$ cat src/rtl/counter.sv
// ----------------------------------------------------------------------------
// counter
//
// Synchronous modulo-MODULUS up-counter (decimal by default) with a 4-bit
// binary count and a terminal-count flag. It counts on every rising clock
// edge. Cascade stages at the parent level by feeding CO into the next
// stage's clock-enable logic.
//
// Parameters:
//   MODULUS  count length, legal range 2..16; Q runs 0..MODULUS-1.
//
// Ports:
//   CLK  in   1  clock, all state changes on the rising edge
//   RES  in   1  synchronous active-low reset (0 = reset)
//   Q    out  4  current count, registered
//   CO   out  1  high while Q == MODULUS-1 (decoded from the registered Q)
//   SEG  out  7  {g,f,e,d,c,b,a} active-high segment pattern of Q,
//                present only when COUNTER_SEG7_EN is defined
//
// Build option:
//   COUNTER_SEG7_EN  adds the SEG port and its hex 7-segment decoder.
// ----------------------------------------------------------------------------
module counter #(
    parameter int unsigned MODULUS = 10
) (
    input  logic       CLK,
    input  logic       RES,
    output logic [3:0] Q,
`ifdef COUNTER_SEG7_EN
    output logic       CO,
    output logic [6:0] SEG
`else
    output logic       CO
`endif
);

    localparam logic [3:0] Last = 4'(MODULUS - 1);

    logic [3:0] count_q;
    logic [3:0] count_d;

    // Comparing with >= also returns any out-of-range state to 0.
    always_comb begin
        count_d = 4'd0;
        if (count_q < Last) begin
            count_d = count_q + 4'd1;
        end
    end

    always_ff @(posedge CLK) begin
        if (!RES) begin
            count_q <= 4'd0;
        end else begin
            count_q <= count_d;
        end
    end

    assign Q  = count_q;
    assign CO = (count_q == Last);

`ifdef COUNTER_SEG7_EN
    always_comb begin
        SEG = 7'h00;
        case (count_q)
            4'h0: SEG = 7'h3F;
            4'h1: SEG = 7'h06;
            4'h2: SEG = 7'h5B;
            4'h3: SEG = 7'h4F;
            4'h4: SEG = 7'h66;
            4'h5: SEG = 7'h6D;
            4'h6: SEG = 7'h7D;
            4'h7: SEG = 7'h07;
            4'h8: SEG = 7'h7F;
            4'h9: SEG = 7'h6F;
            4'hA: SEG = 7'h77;
            4'hB: SEG = 7'h7C;
            4'hC: SEG = 7'h39;
            4'hD: SEG = 7'h5E;
            4'hE: SEG = 7'h79;
            4'hF: SEG = 7'h71;
            default: SEG = 7'h00;
        endcase
    end
`endif

endmodule

$ cat config.mk
export PLATFORM = sky130hd
export DESIGN_NAME = counter
export DESIGN_NICKNAME = d
export VERILOG_FILES = /design/src/rtl/counter.sv
export SDC_FILE = /design/constraint.sdc
export NUM_CORES = 1
export LEC_CHECK = 0
export CAP_MARGIN = 20
export CORE_AREA = 3 3 40 42
export CTS_CLUSTER_SIZE = 24
export DETAILED_ROUTE_END_ITERATION = 8
export DIE_AREA = 0 0 43 45
export HOLD_SLACK_MARGIN = 0.06
export PLACE_DENSITY_LB_ADDON = 0.12
export RECOVER_POWER = 100
export SYNTH_ARGS = -nofsm -noshare
export SYNTH_HDL_FRONTEND = slang
export SYNTH_SLANG_ARGS = --single-unit
$ cat constraint.sdc
create_clock -name CLK -period 1.8 [get_ports CLK]
set_clock_uncertainty 0.15 [all_clocks]
set_input_delay 0.18 -clock CLK [delete_from_list [all_inputs] [get_ports CLK]]
set_output_delay 0.18 -clock CLK [all_outputs]
set_load 0.005 [all_outputs]
==> results of run 1 <==
## stage by stage
step                setup slack (ns)  power, mW  hold slack, ns
global placement               0.226      0.142           0.390
CTS                           0.0192      0.259           0.374
global route                   0.134      0.262           0.422
finish                         0.175      0.248           0.406
floorplan                      0.581      0.119           0.148
detailed placement             0.221      0.141           0.392
## placed cells by master (no fill, tap or decap), drive strengths merged, types with 2 or more instances in the layout
master,n
clkdlybuf4s50,2
dlygate4sd3,3
and3,2
inv,4
ha,3
clkbuf,4
dfxtp,4
## cell type report
type / instances / area [um2]
Fill cell: 143 / 962
Multi-Input combinational cell: 13 / 120
Clock buffer: 3 / 22.5
Sequential cell: 4 / 80.1
Inverter: 4 / 15.0
Tap cell: 15 / 18.8
Timing Repair Buffer: 7 / 66.3
## timing repair
action	CTS	global route
setup endpoints to repair	1	1
hold buffers	0	0
pin swaps	0	0
gates resized for setup	1	1
## layer usage
metal	up-vias	GRT usage, %	part of all wire [%]
met4	0	9.04	2.4
met2	8	7.49	44
met1	94	5.77	46
met5	-	0	0
li1	93	-	-
met3	2	2.39	6.6
## cell families (layout without fill, tap and decap cells)
logic type	count (synthesis)	after routing
buf+inv	4	14
compound gates	4	4
flops	4	4
fa+ha+maj	3	3
simple gates	6	6
## worst max-delay path by stage
stage | from | to | cells past startpoint
floorplan | Q[0]$_SDFF_PN0_ | Q[2]$_SDFF_PN0_ | 5
global placement | Q[1]$_SDFF_PN0_ | CO | 4
detailed placement | Q[1]$_SDFF_PN0_ | CO | 4
CTS | Q[1]$_SDFF_PN0_ | CO | 4
global route | Q[0]$_SDFF_PN0_ | Q[0] | 2
finish | Q[0]$_SDFF_PN0_ | Q[0] | 2
## power by group through the flow
| stage | logic (mW) | registers, mW | clock network (mW) |
|---|---|---|---|
| after floorplan | 0.0166 | 0.103 | 0 |
| after global placement | 0.0390 | 0.102 | 0 |
| after detailed placement | 0.0386 | 0.103 | 0 |
| after CTS | 0.0388 | 0.102 | 0.118 |
| after global routing | 0.0396 | 0.102 | 0.120 |
| final | 0.0353 | 0.101 | 0.112 |
## critical path: stages (launching register included)
cell and delay, ns:
dfxtp_1 0.32, clkbuf_1 0.19, clkdlybuf4s50_1 0.54
==> results.txt, run 1 <==
- Placed inst area: 302 um2
- The netlist uses 12 different library cells.
- Worst Hold Class: reg2reg
- Post-synthesis instance area: 215 um2
- CTS tree: yes
- Final Wtd Congestion: 0.678
- Launch instance of the worst min-delay path: Q[1]$_SDFF_PN0_
- Final TNS setup: 0 ns
- Tcrit/Tclk final: 90.3%
* Routed wirelength normalized by instance count: between 10 and 15 um
- The final-report max-slew violation count came to 0.
* Highest achievable clock rate: a little over 600 MHz
- Max-cap violations in this run came to 0.
* Endpoint of the most critical register-to-register path: Q[0]$_SDFF_PN0_
- The core region is 1280 um2.
* Final routed wirelength across all metal layers: 503 um
* Post-route standard cell area excluding fillers: between 300 and 400 um2
- Required time reported for the critical path endpoint: roughly 1.5 ns
- The tree is rooted in a clkbuf_4.
- R2R Setup Slk: 0.32 ns
* Switching share of power: 23.9%
- Yosys attributes the largest share of cell area to dfxtp_1 37%, ha_1 17%, inv_1 7.0%.
- After layout, the minimum clock period comes to 1.62 ns.
- Portion of netlist area occupied by mux cells: 0%
- Counting the buffers created by CTS gives 3.
* Final net count: 38
- Number of enable-type register cells in the synthesized netlist: 0
- WHS Path Cells: 2
- Path type of the worst setup path: reg2out
- Clock-pin slew was measured on the worst setup and hold paths at 0.04 ns.
* Simple-gate share of the synthesized area: 23.3%
- Critical Path Sink Type: output port
- Starting density of the core: 16.7%
* IO Port Bufs: 6
- The worst setup path is launched from a flip-flop.
- Number of remaining DRC errors: 0
- For this run, asynchronously set or reset flops after synthesis account for 0%.
- The first global-routing pass estimated 710 um of wire.
* Pin count of the biggest net entering global routing: 8
- Ranked by instance count, the synthesized netlist is headed by 4 x dfxtp_1, 4 x inv_1, 3 x ha_1.
- CTS built an H-tree with a depth of 1.
- HPWL Detailed: 382 um
* Number of warning messages in the yosys log: 0
* Number of clock sinks seen by CTS: 4
* Flip-flop count of the largest register, all copies and words added: 4
- Non-filler cells in the finished layout: 46
- Top FF cell, synth: dfxtp_1
- For this run, the share of the core covered by cells in the final layout is 25.1%.
- Adder-cell share of the synthesized area: roughly 17%
- 0 antenna diodes ended up in the layout.
- Row generation in the floorplan step produced 13 rows.
* Fraction of power consumed by the clock network: 45.0%
- Data on the critical path arrives at its endpoint at roughly 1.3 ns.
- In this run, placement finished with an instance count of 43.
- Residual overflow from global routing: 0
* Sw Pwr: 0.0593 mW
* Largest family of logic cells by synthesized area: simple AND/OR/NAND/NOR gates
- The synthesized netlist devotes 15.1% of its cell area to compound gates.
- Counting cells, the worst reg-to-reg path comes to 6.
- Compared with the post-synthesis result, the final layout area differs by 50.0%.
* Power per Cell Area: 770 nW/um2
- The worst hold path terminates at Q[3]$_SDFF_PN0_.
* Number of detailed-route iterations in the first pass: 3
- In this run the critical register-to-register path is launched from Q[0]$_SDFF_PN0_.
- After technology mapping, the gate count stands at 21.
* Post-synthesis share of cell area spent on xor and xnor gates: 0%
* Final hold viol count: 0
* Height of the die: 45 um
* Post-CTS setup buffer count: 0
* Combinational fraction of design power: between 10 and 15%
- Detailed routing inserted a total of 197 vias.
* Portion of the post-synthesis area used by sequential elements: a little under two fifths
- Result of the run: finished clean
- Setup violations remaining at the end of the flow were counted as 0.
- RSZ-0062 raised after global routing: false
- The synthesized design devotes to its leading area cell type approximately 37% of total area.
- After detailed routing, the number of vias per cell comes to 4.28.
- All-Layer GR Usage: 5.82%
- Number of global-route vias before repair: 173
- Along the worst path, the maximum fanout reaches 4.
- FF+latch count, synth: 4
- For the pin with the worst max-slew slack, the measured transition is 0.234 ns.
- The floorplan step set the die width to 43 um.
- The detail route stage leaves a number of antenna-violating nets equal to 0.
- Cell type with the largest total area after synthesis: dfxtp_1
- The clock passes through at most 2 buffers.
- Internal cell power: 0.189 mW
* Detailed Route Iter0 Violations: 2
- For this design the static power due to leakage is 0.164 nW.
- Registers are responsible for 40.8% of the overall power.
- The die covers 1940 um2.
- Measured against its own limit, the worst slew margin works out to 84.4%.
- A synthesized cell averages 10.2 um2.
- IO Pins: 7
- Synth Net Count: 26
- The post-route netlist has 16.1% of its cells at a drive strength greater than 1.
- Clock latency of the later-clocked register in the worst-skew pair: 0.24 ns
- Antenna violations before repair: 0
- VDD IR max: 0.297 mV
No activity file was read; power rests on OpenSTA's default activity.
==> inputs of run 2 (changes only) <==
--- a/config.mk
+++ b/config.mk
@@ -6,10 +6,10 @@
 export NUM_CORES = 1
 export LEC_CHECK = 0
 export CAP_MARGIN = 20
-export CORE_AREA = 3 3 40 42
+export CORE_AREA = 2 2 39 41
 export CTS_CLUSTER_SIZE = 24
 export DETAILED_ROUTE_END_ITERATION = 8
-export DIE_AREA = 0 0 43 45
+export DIE_AREA = 0 0 41 43
 export HOLD_SLACK_MARGIN = 0.06
 export PLACE_DENSITY_LB_ADDON = 0.12
 export RECOVER_POWER = 100
==> constraint.sdc (replaced) <==
create_clock -name CLK -period 2 [get_ports CLK]
set_clock_uncertainty 0.15 [all_clocks]
set_input_delay 0.2 -clock CLK [delete_from_list [all_inputs] [get_ports CLK]]
set_output_delay 0.2 -clock CLK [all_outputs]
set_load 0.005 [all_outputs]
==> run 2 against run 1 <==
Global-route usage increased by 1.7 points. Largest cell class unchanged. Largest power group unchanged. Hold slack got worse by 0.0032 ns. Power decreased by 14%. Worst setup slack improved by 0.043 ns. First-iteration DRC count increased to 3.0 times the previous value.
==> results.txt, run 2 (synthesis results as in run 1) <==
- IO Pins: 7 (unchanged)
* Clock transition at the registers of the reported paths: 0.03 ns (about the same)
- The number of hold buffers added after cts was 0 (unchanged).
* IO Port Bufs: 6 (unchanged)
- Starting density of the core: 15.6% (-1.2 points)
- Die outline area: 1760 um2 (-8.9%)
* Die boundary width: 41 um (-4.7%)
- Global-route wire length before repair: 731 um (+3.0%)
- The final-report hold violation count is 0 (unchanged).
- The count of endpoints failing setup in the final report is 0 (unchanged).
- Final count of pins violating max slew: 0 (unchanged)
- The largest incremental delay on the critical path was 0.43 ns (-0.11 ns).
- Antenna violations before repair: 0 (unchanged)
- Number of clock sinks seen by CTS: 4 (unchanged)
- The largest voltage drop on the vdd net came to 0.245 mV (-17%).
- Among all stages on the critical path, the largest delay is contributed by clkdlybuf4s50_1.
- Kind of start point of the critical path: flip-flop
- Clk Tree Root Cell: clkbuf_4
* Number of remaining DRC errors: 0 (unchanged)
- The remaining global-route overflow was 0 (unchanged).
- Via-per-instance ratio: 3.78 (-12%)
- Final TNS setup: 0 ns (unchanged)
- Compared with the post-synthesis result, the final layout area differs by 45.3%.
- The final antenna-violating net count was 0 (unchanged).
- Most frequent cells in the layout: 4 x dfxtp_1, 4 x inv_1, 4 x dlygate4sd3_1
- The number of placed instances, taps included came to 43 (unchanged).
- Non-filler cells in the finished layout: 46 (unchanged)
* Path type of the worst setup path: reg2out
- The via count of the first global-routing pass was 146 (-16%).
* Detailed Route Iter0 Violations: 6 (+4)
* Routed wirelength normalized by instance count: 8.70 um (-20%)
* Final Wtd Congestion: 0.660 (-2.7%)
* Required time reported for the critical path endpoint: 1.65 ns (+0.18 ns)
- Static Leak: 0.144 nW (-12%)
- The H-tree depth is 1 (unchanged).
- HPWL Detailed: 331 um (-13%)
- The min-delay analysis places its worst path in the category reg2reg.
- The post-CTS repair timing setup buffer count was 0 (unchanged).
- The worst path arrival time came to 1.43 ns (+0.14 ns).
* Min Clock Period, post-route: 1.78 ns
- Peak fanout along the critical path: 4 (unchanged)
- Pin count of the biggest net entering global routing: 8 (unchanged)
- The final worst setup slack is 0.218 ns (+0.0427 ns).
- All-Layer GR Usage: 7.52% (+1.7 points)
- The startpoint identified for the worst hold timing path is Q[1]$_SDFF_PN0_.
- Height of the die: 43 um (-4.4%)
* Total clock buffers created by CTS: 3 (unchanged)
- The startpoint identified for the worst register-to-register timing path is Q[0]$_SDFF_PN0_.
* Placement Setup Slack: 0.448 ns (+0.227 ns)
- The number of search-and-repair iterations in the first detailed-routing pass was 2 (-1).
* Final net count: 37 (-2.6%)
* Ratio of cells with drive above 1 in the final layout: 13.3% (-2.8 points)
- TritonCTS built the clock tree.
- # diodes: 0 (unchanged)
* Highest achievable clock rate: 561 MHz
* Number of vias after detailed routing: 174 (-12%)
- RSZ-0062 raised after global routing: false
- The relative slew slack is 85.5% (+1.2 points).
- The area of the core region is 1380 um2 (+7.7%).
- The standard-cell row count is 14 (+1).
- Walking the worst path, the cells encountered are inv_1, ha_1, and3b_1, clkdlybuf4s50_1.
- Result of the run: finished clean
* Power per Cell Area: 686 nW/um2 (-11%)
- The clock latency reported for the late side of the worst-skew pair came to 0.23 ns (about the same).
- Slew at the pin closest to its max-slew limit: 0.215 ns (-0.0192 ns)
* Critical Path Sink Type: output port
* Tcrit/Tclk final: just under 90%
* Buffer levels on the longest clock path: 2 (unchanged)
- The max-cap violation count was 0 (unchanged).
* Count of cells resized by post-cts repair: 0 (-1)
- Final routed wirelength across all metal layers: 400 um (-20%)
- Flip-flop count of the largest register, all copies and words added: 4 (unchanged)
* Start point of the critical path: Q[1]$_SDFF_PN0_
-- run 2: cell types whose count changed in the layout (fill, tap and decap cells not counted), sizes merged --
cell,previous run,this run
dlymetal6s2s,1,0
dlygate4sd3,3,4
clkbuf,4,3
-- run 2: cell type report --
type | instances | area (um2)
Sequential cell | 4 | 80.1
Clock buffer | 3 | 22.5
Tap cell | 16 | 20.0
Multi-Input combinational cell | 13 | 115
Inverter | 4 | 15.0
Fill cell | 146 | 1070
Timing Repair Buffer | 6 | 60.1
-- run 2: report_power, final --
group          switching (mW)  internal (mW)
registers             0.00565         0.0855
clock network          0.0295         0.0669
logic                  0.0110         0.0159
-- run 2: final timing paths --
| kind | slack (ns) | depth (start not counted) | to |
|---|---|---|---|
| worst max-delay path | 0.22 | 4 | CO |
| worst min-delay path | 0.40 | 2 | Q[3]$_SDFF_PN0_ |
| worst min register to register | 0.40 | 2 | Q[3]$_SDFF_PN0_ |
| worst max register to register | 0.70 | 5 | Q[1]$_SDFF_PN0_ |
-- run 2: through the flow --
step | hold slack (ns) | util [%] | total power [mW] | area, um2
floorplan | 0.168 | - | 0.107 | 215
global placement | 0.387 | 21.3 | 0.124 | 295
detailed placement | 0.392 | 21.3 | 0.124 | 295
CTS | 0.402 | 23.0 | 0.222 | 318
global route | 0.455 | 22.6 | 0.236 | 313
finish | 0.403 | 22.6 | 0.214 | 313
-- run 2: per-layer routing --
layer / vias up / track usage (%) / wire (um)
li1: 92 / - / -
met4: 0 / 8.00 / 12
met3: 2 / 7.85 / 34
met1: 73 / 8.65 / 199
met2: 7 / 6.56 / 152
met5: - / 0 / 0
-- run 2: critical path: cells and delay by family, from the launching register on --
family / cells / cell delay, ns
adders and majority gates: 1 / 0.17
DFF: 1 / 0.35
buffers and inverters: 2 / 0.51
and+or+nand+nor: 1 / 0.17
==> inputs of run 3 (changes only) <==
--- a/config.mk
+++ b/config.mk
@@ -11,6 +11,7 @@
 export DETAILED_ROUTE_END_ITERATION = 8
 export DIE_AREA = 0 0 41 43
 export HOLD_SLACK_MARGIN = 0.06
+export MAX_ROUTING_LAYER = met4
 export PLACE_DENSITY_LB_ADDON = 0.12
 export RECOVER_POWER = 100
 export SYNTH_ARGS = -nofsm -noshare
==> run 3 against run 2 <==
Power is 0.51% lower. Sequential power hardly changed. Critical endpoint unchanged. Flip-flop and latch count did not move.
==> results.txt, run 3 (synthesis results as in run 1) <==
* FF-to-FF Start: Q[0]$_SDFF_PN0_
- The cell family contributing the most delay on the critical path is buffers and inverters.
* Pin count of the biggest net entering global routing: 8 (unchanged)
* Die outline area: 1760 um2 (unchanged)
- Total clock buffers created by CTS: 3 (unchanged)
- Path type of the worst setup path: reg2out
* Peak fanout along the critical path: 4 (unchanged)
- Global-route wire length before repair: 738 um (+0.96%)
- CP max stage delay: 0.43 ns (about the same)
- The length in cells of the worst reg-to-reg path came to 5 (unchanged).
- Slew at the pin closest to its max-slew limit: 0.215 ns (+0.0000720 ns)
- The number of standard cells in the final layout excluding fillers was 46 (unchanged).
- Worst Hold Class: reg2reg
- The final-report max-slew violation count was 0 (unchanged).
- The post-CTS repair timing setup buffer count came to 0 (unchanged).
- The share of layout cells above drive strength 1 was 13.3% (unchanged).
- The weighted congestion at the end of routability-driven global placement was 0.666 (+0.94%).
* Routed wirelength normalized by instance count: 8.59 um (-1.2%)
- The area overhead of the layout relative to synthesis came to 45.3% (unchanged).
- Most frequent cells in the layout: 4 x dfxtp_1, 4 x inv_1, 4 x dlygate4sd3_1
- Final hold viol count: 0 (unchanged)
- The final critical delay including setup and external delays came to 1.78 ns (+0.00201 ns).
- Final net count: 37 (unchanged)
* Critical Path Sink Type: output port
* Number of clock sinks seen by CTS: 4 (unchanged)
* Max cap viols: 0 (unchanged)
* Endpoint of the most critical register-to-register path: Q[1]$_SDFF_PN0_
- Walking the worst path, the cells encountered are inv_1, ha_1, and3b_1, clkdlybuf4s50_1.
* Power per Cell Area: 682 nW/um2 (-0.51%)
* Required time reported for the critical path endpoint: 1.65 ns (about the same)
* Flip-flop count of the largest register, all copies and words added: 4 (unchanged)
- Final routed wirelength across all metal layers: 395 um (-1.3%)
- Starting density of the core: 15.6% (unchanged)
* IO Port Bufs: 6 (unchanged)
- Buffer levels on the longest clock path: 2 (unchanged)
- The overall global routing resource usage was 7.71% (+0.19 points).
- VDD IR max: 0.245 mV (about the same)
* Number of buffers and inverters on the critical path: 2 (unchanged)
- Number of remaining DRC errors: 0 (unchanged)
- The initial antenna violation count came to 0 (unchanged).
* RSZ-0062 raised after global routing: false
- The area of the core region is 1380 um2 (unchanged).
- IO Pins: 7 (unchanged)
- Post-cts hold buffer count: 0 (unchanged)
- Static Leak: 0.144 nW (unchanged)
- HPWL Detailed: 331 um (unchanged)
* End point of the critical path: CO
- R2R Setup Slk: 0.71 ns (about the same)
* Total chip power: 0.213 mW (-0.51%)
* Final TNS setup: 0 ns (unchanged)
- CTS tree: yes
- Clk Tree Root Cell: clkbuf_4
- The count of endpoints failing setup in the final report is 0 (unchanged).
- Data arrival time of the worst path: 1.43 ns (about the same)
* Kind of start point of the critical path: flip-flop
- Stages on worst setup path: 4 (unchanged)
- Placement Setup Slack: 0.448 ns (unchanged)
* Clock latency of the later-clocked register in the worst-skew pair: 0.23 ns (about the same)
- Tracing the worst setup path back leads to its startpoint at Q[1]$_SDFF_PN0_.
- Count of cells resized by post-cts repair: 0 (unchanged)
- The via count of the first global-routing pass is 152 (+4.1%).
- The standard-cell row count came to 14 (unchanged).
- Result of the run: finished clean
- Clock transition at the registers of the reported paths: 0.03 ns (about the same)
- The number of search-and-repair iterations in the first detailed-routing pass was 3 (+1).
- Detailed Route Iter0 Violations: 3 (-3)
- The remaining global-route overflow came to 0 (unchanged).
- The number of placed instances, taps included was 43 (unchanged).
- Via-per-instance ratio: 3.76 (-0.57%)
- The largest individual stage delay along the critical path comes from the cell clkdlybuf4s50_1.
- Highest achievable clock rate: 560 MHz (-0.11%)
- Post-DRT Antenna Nets: 0 (unchanged)
- The final worst setup slack was 0.216 ns (-0.00201 ns).
* # diodes: 0 (unchanged)
- The final critical-path share of the clock period was 89.2% (+0.10 points).
* Die boundary width: 41 um (unchanged)
* Worst slew margin relative to its limit: 85.5% (about the same)
- The H-tree depth came to 1 (unchanged).
- The vertical extent of the die is 43 um (unchanged).
- The total via count after detailed routing was 173 (-0.57%).
## run 3: per-stage QoR
step / util [%] / cell area, um2 / hold WS [ns]
2_1_floorplan: - / 215 / 0.168
4_1_cts: 23.0 / 318 / 0.402
6_report: 22.6 / 313 / 0.405
5_1_grt: 22.6 / 313 / 0.455
3_5_place_dp: 21.3 / 295 / 0.392
3_3_place_gp: 21.3 / 295 / 0.387
## run 3: final cells by class
cell class	instances	area (um2)
Fill cell	146	1070
Multi-Input combinational cell	13	115
Sequential cell	4	80.1
Timing Repair Buffer	6	60.1
Clock buffer	3	22.5
Tap cell	16	20.0
Inverter	4	15.0
## run 3: worst min path at each step
stage                         start               to  slack, ns  depth (start not counted)
CTS                 Q[1]$_SDFF_PN0_  Q[3]$_SDFF_PN0_       0.40                          2
detailed placement  Q[1]$_SDFF_PN0_  Q[3]$_SDFF_PN0_       0.39                          2
finish              Q[1]$_SDFF_PN0_  Q[3]$_SDFF_PN0_       0.41                          2
global route        Q[1]$_SDFF_PN0_  Q[3]$_SDFF_PN0_       0.46                          2
floorplan                       RES  Q[2]$_SDFF_PN0_       0.17                          1
global placement    Q[1]$_SDFF_PN0_  Q[3]$_SDFF_PN0_       0.39                          2
## run 3: power by group
part / total, mW / leakage (nW) / switching, mW / internal (mW)
registers: 0.0911 / 0.0329 / 0.00563 / 0.0855
logic: 0.0269 / 0.0978 / 0.0110 / 0.0159
clock network: 0.0953 / 0.0138 / 0.0286 / 0.0668
## run 3: metal layers
metal	vias to the layer above	GRT usage [%]	part of all wire [%]
met3	2	7.85	10
met4	0	8.00	3.0
li1	92	-	-
met1	72	8.65	47
met5	-	-	0
met2	7	6.56	39
## run 3: worst reg2reg max path: cells and delay by family, from the launching register on
family	cells	cell delay, ns
compound gates	1	0.09
fa+ha+maj	1	0.21
buf+inv	2	0.15
flops	1	0.38
simple gates	1	0.20
